<file path="src/rtl/instr_fetch.sv">
// instr_fetch: fetch sequencer on the read side of the instruction memory.
// Drives pointer/read strobe, waits MEM_LATENCY cycles, captures the word and
// offers it to the execution engine. The PC advances sequentially or follows
// a jump taken at the handshake. The run ends at end-of-memory or on an
// out-of-range jump (fault).
//
// Handshake: a word is transferred on any rising clk edge where instr_valid
// and instr_ready are both 1. instr_valid never drops and instr/pc never
// change until that transfer happens (or abort/reset). jump_en/jump_addr are
// only looked at on the transfer edge.
module instr_fetch #(
  parameter int DEPTH       = 10,
  parameter int ADDR_W      = 4,
  parameter int INSTR_W     = 26,
  parameter int MEM_LATENCY = 1
) (
  input  logic               clk,
  input  logic               reset,
  input  logic               start,
  input  logic               abort,
  output logic [ADDR_W-1:0]  pointer,
  output logic               read_data,
  output logic               write_data,
  input  logic [INSTR_W-1:0] mem_data,
  output logic [INSTR_W-1:0] instr,
  output logic               instr_valid,
  input  logic               instr_ready,
  input  logic               jump_en,
  input  logic [ADDR_W-1:0]  jump_addr,
  output logic [ADDR_W-1:0]  pc,
  output logic               done,
  output logic               fault,
  output logic [2:0]         state_dbg
);

  typedef enum logic [2:0] {
    S_IDLE  = 3'd0,
    S_ISSUE = 3'd1,
    S_WAIT  = 3'd2,
    S_HOLD  = 3'd3,
    S_DONE  = 3'd4
  } state_t;

  // Latency is 1..4, so the remaining-wait counter only needs 0..3.
  localparam int                CNT_W    = 2;
  localparam logic [CNT_W-1:0]  CNT_LOAD = CNT_W'(MEM_LATENCY - 1);
  // One extra bit so pc+1 from DEPTH-1 is compared before any wrap.
  localparam logic [ADDR_W:0]   DEPTH_X  = (ADDR_W + 1)'(DEPTH);

  state_t             state, state_n;
  logic [CNT_W-1:0]   cnt, cnt_n;
  logic [ADDR_W-1:0]  pc_n;
  logic [INSTR_W-1:0] instr_n;
  logic               valid_n, done_n, fault_n;
  logic [ADDR_W:0]    seq_next;
  logic [ADDR_W:0]    jump_x;

  assign seq_next   = {1'b0, pc} + (ADDR_W + 1)'(1);
  assign jump_x     = {1'b0, jump_addr};
  assign write_data = 1'b0;
  assign state_dbg  = state;

  // Next-state and next-output decode; abort overrides every state.
  always_comb begin
    state_n = state;
    cnt_n   = cnt;
    pc_n    = pc;
    instr_n = instr;
    valid_n = instr_valid;
    done_n  = done;
    fault_n = fault;
    if (abort) begin
      state_n = S_IDLE;
      valid_n = 1'b0;
      done_n  = 1'b0;
      fault_n = 1'b0;
    end else begin
      case (state)
        S_IDLE, S_DONE: begin
          if (start) begin
            pc_n    = '0;
            done_n  = 1'b0;
            fault_n = 1'b0;
            state_n = S_ISSUE;
          end
        end
        S_ISSUE: begin
          cnt_n   = CNT_LOAD;
          state_n = S_WAIT;
        end
        S_WAIT: begin
          if (cnt == '0) begin
            instr_n = mem_data;
            valid_n = 1'b1;
            state_n = S_HOLD;
          end else begin
            cnt_n = cnt - CNT_W'(1);
          end
        end
        S_HOLD: begin
          if (instr_valid && instr_ready) begin
            valid_n = 1'b0;
            if (jump_en) begin
              if (jump_x < DEPTH_X) begin
                pc_n    = jump_addr;
                state_n = S_ISSUE;
              end else begin
                // Illegal target: pc keeps the last legal address.
                done_n  = 1'b1;
                fault_n = 1'b1;
                state_n = S_DONE;
              end
            end else if (seq_next < DEPTH_X) begin
              pc_n    = seq_next[ADDR_W-1:0];
              state_n = S_ISSUE;
            end else begin
              done_n  = 1'b1;
              fault_n = 1'b0;
              state_n = S_DONE;
            end
          end
        end
        default: state_n = S_IDLE;
      endcase
    end
  end

  // State and output registers; the read strobe is high exactly in ISSUE.
  always_ff @(posedge clk) begin
    if (!reset) begin
      state       <= S_IDLE;
      cnt         <= '0;
      pc          <= '0;
      pointer     <= '0;
      read_data   <= 1'b0;
      instr       <= '0;
      instr_valid <= 1'b0;
      done        <= 1'b0;
      fault       <= 1'b0;
    end else begin
      state       <= state_n;
      cnt         <= cnt_n;
      pc          <= pc_n;
      pointer     <= pc_n;
      read_data   <= (state_n == S_ISSUE);
      instr       <= instr_n;
      instr_valid <= valid_n;
      done        <= done_n;
      fault       <= fault_n;
    end
  end

endmodule

</file>
<file path="config.mk">
export PLATFORM = sky130hd
export DESIGN_NAME = instr_fetch
export DESIGN_NICKNAME = d
export VERILOG_FILES = /design/src/rtl/instr_fetch.sv
export SDC_FILE = /design/constraint.sdc
export NUM_CORES = 1
export LEC_CHECK = 0
export CAP_MARGIN = 20
export CORE_MARGIN = 4
export CORE_UTILIZATION = 44
export CTS_BUF_LIST = sky130_fd_sc_hd__clkbuf_4
export DETAILED_ROUTE_END_ITERATION = 12
export PLACE_DENSITY_LB_ADDON = 0.1
export SYNTH_ARGS = -nofsm -noshare
export SYNTH_HDL_FRONTEND = slang
export SYNTH_SLANG_ARGS = --single-unit
</file>
<file path="constraint.sdc">
create_clock -name clk -period 4.8 [get_ports clk]
set_input_delay 0.48 -clock clk [delete_from_list [all_inputs] [get_ports clk]]
set_output_delay 0.48 -clock clk [all_outputs]
set_load 0.005 [all_outputs]
</file>
==> results.json, run 1 <==
{
  "fin_skew_ns": 0.01063,
  "power_density_nw_per_um2": 233.8,
  "synth_edf_count": 0,
  "die_w_um": 71.93,
  "peakVddDrop_uv": 211.2,
  "required_ns": 5.08,
  "grt_use_total_pct": 16.55,
  "cts.sinks": 39,
  "areaGrowthSynthToFinish_pct": 43.56,
  "path_buf_inv": 1,
  "netlist_area_sq_um": 1798,
  "grt_pass1_vias": 1518,
  "cp-end-kind": "register",
  "cts_root_buf": "clkbuf_4",
  "tightestPinTransition_ns": 1.027,
  "drive_gt1_share_pct": 6.429,
  "setup_violations": 0,
  "synthFlopType": "dfxtp_1",
  "antenna_found_initial": 0,
  "postCtsHoldBufs": 0,
  "syn_area_per_cell_sq_um": 8.481,
  "synthTopCellsByArea": "dfxtp_1 43%, nand2_1 14%, a21boi_1 9.2%, buf_4 2.9%, a21oi_1 2.8%",
  "clock_latency_ns": 0.34,
  "hold_class": "register to register",
  "drt-initial-drc-count": 74,
  "cp_max_fo": 34,
  "whs_ns": 0.4570,
  "arrival_ns": 2.40,
  "gp_congestion": 0.8640,
  "cts_setup_buffers": 0,
  "max_freq_mhz": 471.6,
  "ant_nets": 0,
  "layout_common_cells": "76 x clkdlybuf4s50_1, 67 x nand2_1, 39 x dfxtp_1",
  "fin_crit_ns": 2.120,
  "setup_tns_ns": 0,
  "row_count": 22,
  "h-tree-depth": 2,
  "wl_um": 4271,
  "synth_top_area_share_pct": 43.42,
  "clk_pin_slew_ns": 0.11,
  "cts_tree": "built",
  "io_buffers": 76,
  "design.die.area_sq_um": 5173,
  "pre_cts_ws_ns": 2.316,
  "core_sq_um": 3799,
  "synthArstFlopShare_pct": 0,
  "final_common_cell": "clkdlybuf4s50_1",
  "p_leak_nw": 0.8651,
  "drtPass1Iterations": 4,
  "slew_viol_final": 0,
  "hold_viol": 0,
  "nFillCells": 351,
  "critical_path_class": "input pin to register",
  "grt.overflow.total": 0,
  "fin_crit_sh_pct": 44.18,
  "grt_pass1_wl_um": 6844,
  "ys_ff_latch": 39,
  "status": "finished, final reports clean",
  "yosysSeqAreaShare_pct": 43.42,
  "synth_area_leader_cell": "dfxtp_1",
  "wl_per_cell_um": 13.02,
  "postSynthCellCount": 212,
  "die_y_um": 71.93,
  "startpoint_type": "input pin",
  "grt_max_degree": 35,
  "finalPower_mw": 0.6034,
  "io_pins": 78,
  "rsz0062_at_grt": "false",
  "cp_cell_sequence": "clkdlybuf4s50_1 -> nand2b_1 -> nand2b_1 -> nand2b_1 -> a21oi_1",
  "synth_nets": 250,
  "hpwl_um": 3098,
  "cts-resized-gates": 0,
  "clock_path_buffers": 2,
  "nets": 318,
  "critPathSlowestCell": "clkdlybuf4s50_1",
  "start_util_pct": 47.33,
  "drc": 0,
  "crit_path_max_incr_delay_ns": 1.15,
  "ys_warn_count": 0,
  "vias": 1656,
  "setup_slack_ns": 2.680,
  "diodes": 0,
  "numCtsBuffers": 5,
  "path_delay_family": "buffers and inverters",
  "relSlewSlack_pct": 31.33,
  "netlist-cell-type-count": 41,
  "viasPerCell": 5.049,
  "drv_cap": 0,
  "post-route-util_pct": 67.95,
  "cp_common_cell": "nand2b_1"
}
## logic make-up (layout without fill, tap and decap cells)
kind of cell             Yosys count  count (layout)  synth area share (%)
AO/OA/AOI/OAI                     53              53                 21.29
XOR/XNOR                           2               2                0.9744
adder cells (fa/ha/maj)            2               2                 1.392
buffers and inverters             18              86                 6.889
flip-flops                        39              39                 43.42
multiplexers                       1               1                0.5567
other                              1               1                0.2086
AND/OR/NAND/NOR                   96              96                 25.26
## area by class of cell
type	instances	area (sq um)	area share [%]
well taps	48	60.06	2.327
clock buffers	6	45.04	1.745
multi-input cells	155	893.4	34.61
inverters	3	11.26	0.4363
repair buffers	76	760.7	29.47
clock inverters	1	30.03	1.163
flip-flops and latches	39	780.7	30.25
## where the power goes
| part | internal (mW) | leakage (nW) | switching, mW | total, mW |
|---|---|---|---|---|
| Clock | 0.113 | 0.0417 | 0.0984 | 0.211 |
| Combinational | 0.0409 | 0.509 | 0.0219 | 0.0628 |
| Sequential | 0.327 | 0.315 | 0.00264 | 0.329 |
## final timing paths
path / start / endpoint / slack [ns] / cells past startpoint
max: reset / read_data / 2.68 / 5
min: instr[18] / instr[18] / 0.46 / 2
max reg2reg: state_dbg[1] / instr[15] / 2.83 / 5
min reg2reg: instr[18] / instr[18] / 0.46 / 2
## per-stage QoR
| stage | cell area (sq um) | instances |
|---|---|---|
| after floorplan | 1798 | 212 |
| after global placement | 2506 | 321 |
| after detailed placement | 2506 | 321 |
| after CTS | 2581 | 328 |
| after global routing | 2581 | 328 |
| final | 2581 | 328 |
## layer usage
layer | routed length [um] | GRT usage, %
met1 | 1957 | 21.56
met2 | 1926 | 26.43
met3 | 369 | 5.679
met4 | 19 | 3.967
met5 | 0 | 0
## synth_stat cells, drive strengths merged, types with 2 or more instances
library cell,number
a21oi,11
nor2,8
a211oi,2
ha,2
a31oi,2
nand2b,6
nand2,67
a21boi,28
o22ai,4
clkbuf,4
buf,11
inv,3
or3,3
dfxtp,39
nor3b,3
## worst reg2reg max path: stages, from the launching register on
cell	delay, ns
dfxtp_1	0.47
and2b_4	0.24
nand2b_4	0.07
nor3b_4	0.81
nand2_1	0.12
a21boi_0	0.19
## flip-flops by register name, indices dropped and copies added, names as in the netlist
signal / cells
instr: 26
pc: 4
state_dbg: 3
cnt: 2
done: 1
fault: 1
instr_valid: 1
read_data: 1
(Power assumes the default switching activity.)
==> run 2, diff against run 1 <==
Settings changed: CORE_UTILIZATION 44 to 43.
Clock period 4.8 ns to 2 ns, I/O delays scaled along.
==> run 2 against run 1 <==
Count of clock-buffer cells in the layout unchanged. Combinational power rose by 150%. Clock power grew 92%. Global-route usage grew 1.0 points. Largest power group unchanged. Critical path type is now register to register. Power up 120%. Highest routed layer unchanged.
==> results.json, run 2 (synthesis gave the netlist of run 1 again) <==
{
  "final_common_cell": "clkdlybuf4s50_1",
  "gp_congestion": 0.8409,
  "layout_common_cells": "76 x clkdlybuf4s50_1, 67 x nand2_1, 39 x dfxtp_1",
  "cp-end-kind": "register",
  "vias": 1677,
  "post-route-util_pct": 65.00,
  "drc": 0,
  "reg2reg_depth": 5,
  "io_buffers": 76,
  "max_freq_mhz": 574.3,
  "grt_max_degree": 27,
  "antenna_found_initial": 0,
  "slew_viol_final": 0,
  "regMostFlops": "instr",
  "startpoint_type": "register",
  "start_util_pct": 44.63,
  "drive_gt1_share_pct": 9.028,
  "die_w_um": 72.67,
  "required_ns": 2.23,
  "r2r-start": "state_dbg[0]",
  "grt_pass1_wl_um": 7286,
  "cts-resized-gates": 0,
  "row_count": 23,
  "nets": 325,
  "areaGrowthSynthToFinish_pct": 45.65,
  "p_leak_nw": 0.8900,
  "rsz0062_at_grt": "false",
  "grt.overflow.total": 0,
  "pre_cts_ws_ns": 0.2214,
  "io_pins": 78,
  "setup_tns_ns": 0,
  "fin_crit_sh_pct": 87.07,
  "cp_max_fo": 11,
  "finalPower_mw": 1.349,
  "arrival_ns": 1.97,
  "tightestPinTransition_ns": 0.5793,
  "largest_reg_flops": 26,
  "setup_slack_ns": 0.2587,
  "hpwl_um": 3121,
  "design.die.area_sq_um": 5280,
  "setup_violations": 0,
  "drv_cap": 0,
  "wl_um": 4302,
  "fin_skew_ns": 0.01055,
  "ant_nets": 0,
  "hold_class": "input pin to register",
  "pwr-share-clk_pct": 30.0,
  "cts_setup_buffers": 0,
  "timing.critical_path.to": "pc[0]",
  "p_int_mw": 1.035,
  "drt-initial-drc-count": 72,
  "r2r_slack_ns": 0.26,
  "viasPerCell": 4.962,
  "clock_path_buffers": 2,
  "peakVddDrop_uv": 397.5,
  "core_sq_um": 4029,
  "postCtsHoldBufs": 0,
  "drtPass1Iterations": 4,
  "hold_viol": 0,
  "p_sw_share_pct": 23.32,
  "grt_use_total_pct": 17.55,
  "fin_crit_ns": 1.741,
  "status": "finished, final reports clean",
  "timing.rr.end": "pc[0]",
  "critical_path_class": "register to register",
  "clk_pin_slew_ns": 0.12,
  "power_density_nw_per_um2": 515.2,
  "cts.sinks": 39,
  "h-tree-depth": 2,
  "comb_power_share_pct": 11.4,
  "crit_start": "state_dbg[0]",
  "p_seq_share_pct": 58.6,
  "cts_root_buf": "clkbuf_4",
  "grt_pass1_vias": 1629,
  "nFillCells": 360,
  "diodes": 0,
  "clock_latency_ns": 0.35,
  "relSlewSlack_pct": 60.96,
  "die_y_um": 72.67,
  "power.switching_mw": 0.3147,
  "cts_tree": "built",
  "wl_per_cell_um": 12.73,
  "numCtsBuffers": 5
}
run 2: cell count changes in the layout (fill, tap and decap cells not counted), sizes merged:
| cell | delta |
|---|---|
| buf | +7 |
| clkinvlp | +1 |
| bufinv | -1 |
| clkinv | +1 |
run 2: final cells by class:
type / count / area (sq um) / share of cell area, %
Sequential cell: 39 / 780.7 / 29.81
Clock inverter: 2 / 12.51 / 0.4778
Clock buffer: 6 / 45.04 / 1.720
Inverter: 3 / 11.26 / 0.4300
Tap cell: 50 / 62.56 / 2.389
Multi-Input combinational cell: 155 / 893.4 / 34.11
Timing Repair Buffer: 83 / 813.3 / 31.06
run 2: per-layer routing:
metal  vias up  global-route usage, %  wire (um)
met5         -                      0          0
li1        855                      -          -
met1       761                  20.22       1874
met4         0                  4.918         72
met3         7                  5.923        296
met2        54                  30.76       2058
run 2: through the flow:
step / hold WS [ns] / area [sq um] / std cells
6_report: 0.3759 / 2619 / 338
5_1_grt: 0.3438 / 2619 / 338
4_1_cts: 0.3595 / 2619 / 338
3_5_place_dp: 0.4449 / 2561 / 330
3_3_place_gp: 0.4411 / 2561 / 330
2_1_floorplan: 0.3348 / 1798 / 212
run 2: worst max-delay path, cell delays in order (launching register included):
cell and delay [ns]:
dfxtp_1 0.55, and3b_2 0.28, and3_1 0.26, a21oi_2 0.07, a211oi_2 0.32, o22ai_1 0.14
run 2: how the worst min path moves through the flow:
stage,from,to,slack (ns),depth (start not counted)
after floorplan,mem_data[0],instr[0],0.33,2
after global placement,instr[3],instr[3],0.44,2
after detailed placement,instr[0],instr[0],0.44,2
after CTS,mem_data[6],instr[6],0.36,3
after global routing,mem_data[6],instr[6],0.34,3
final,mem_data[6],instr[6],0.38,3
run 2: power by group through the flow:
stage | clock network [mW] | registers [mW] | logic, mW
global placement | 0 | 0.808 | 0.154
finish | 0.405 | 0.790 | 0.154
global route | 0.464 | 0.792 | 0.167
floorplan | 0 | 0.806 | 0.0588
detailed placement | 0 | 0.808 | 0.154
CTS | 0.429 | 0.790 | 0.155
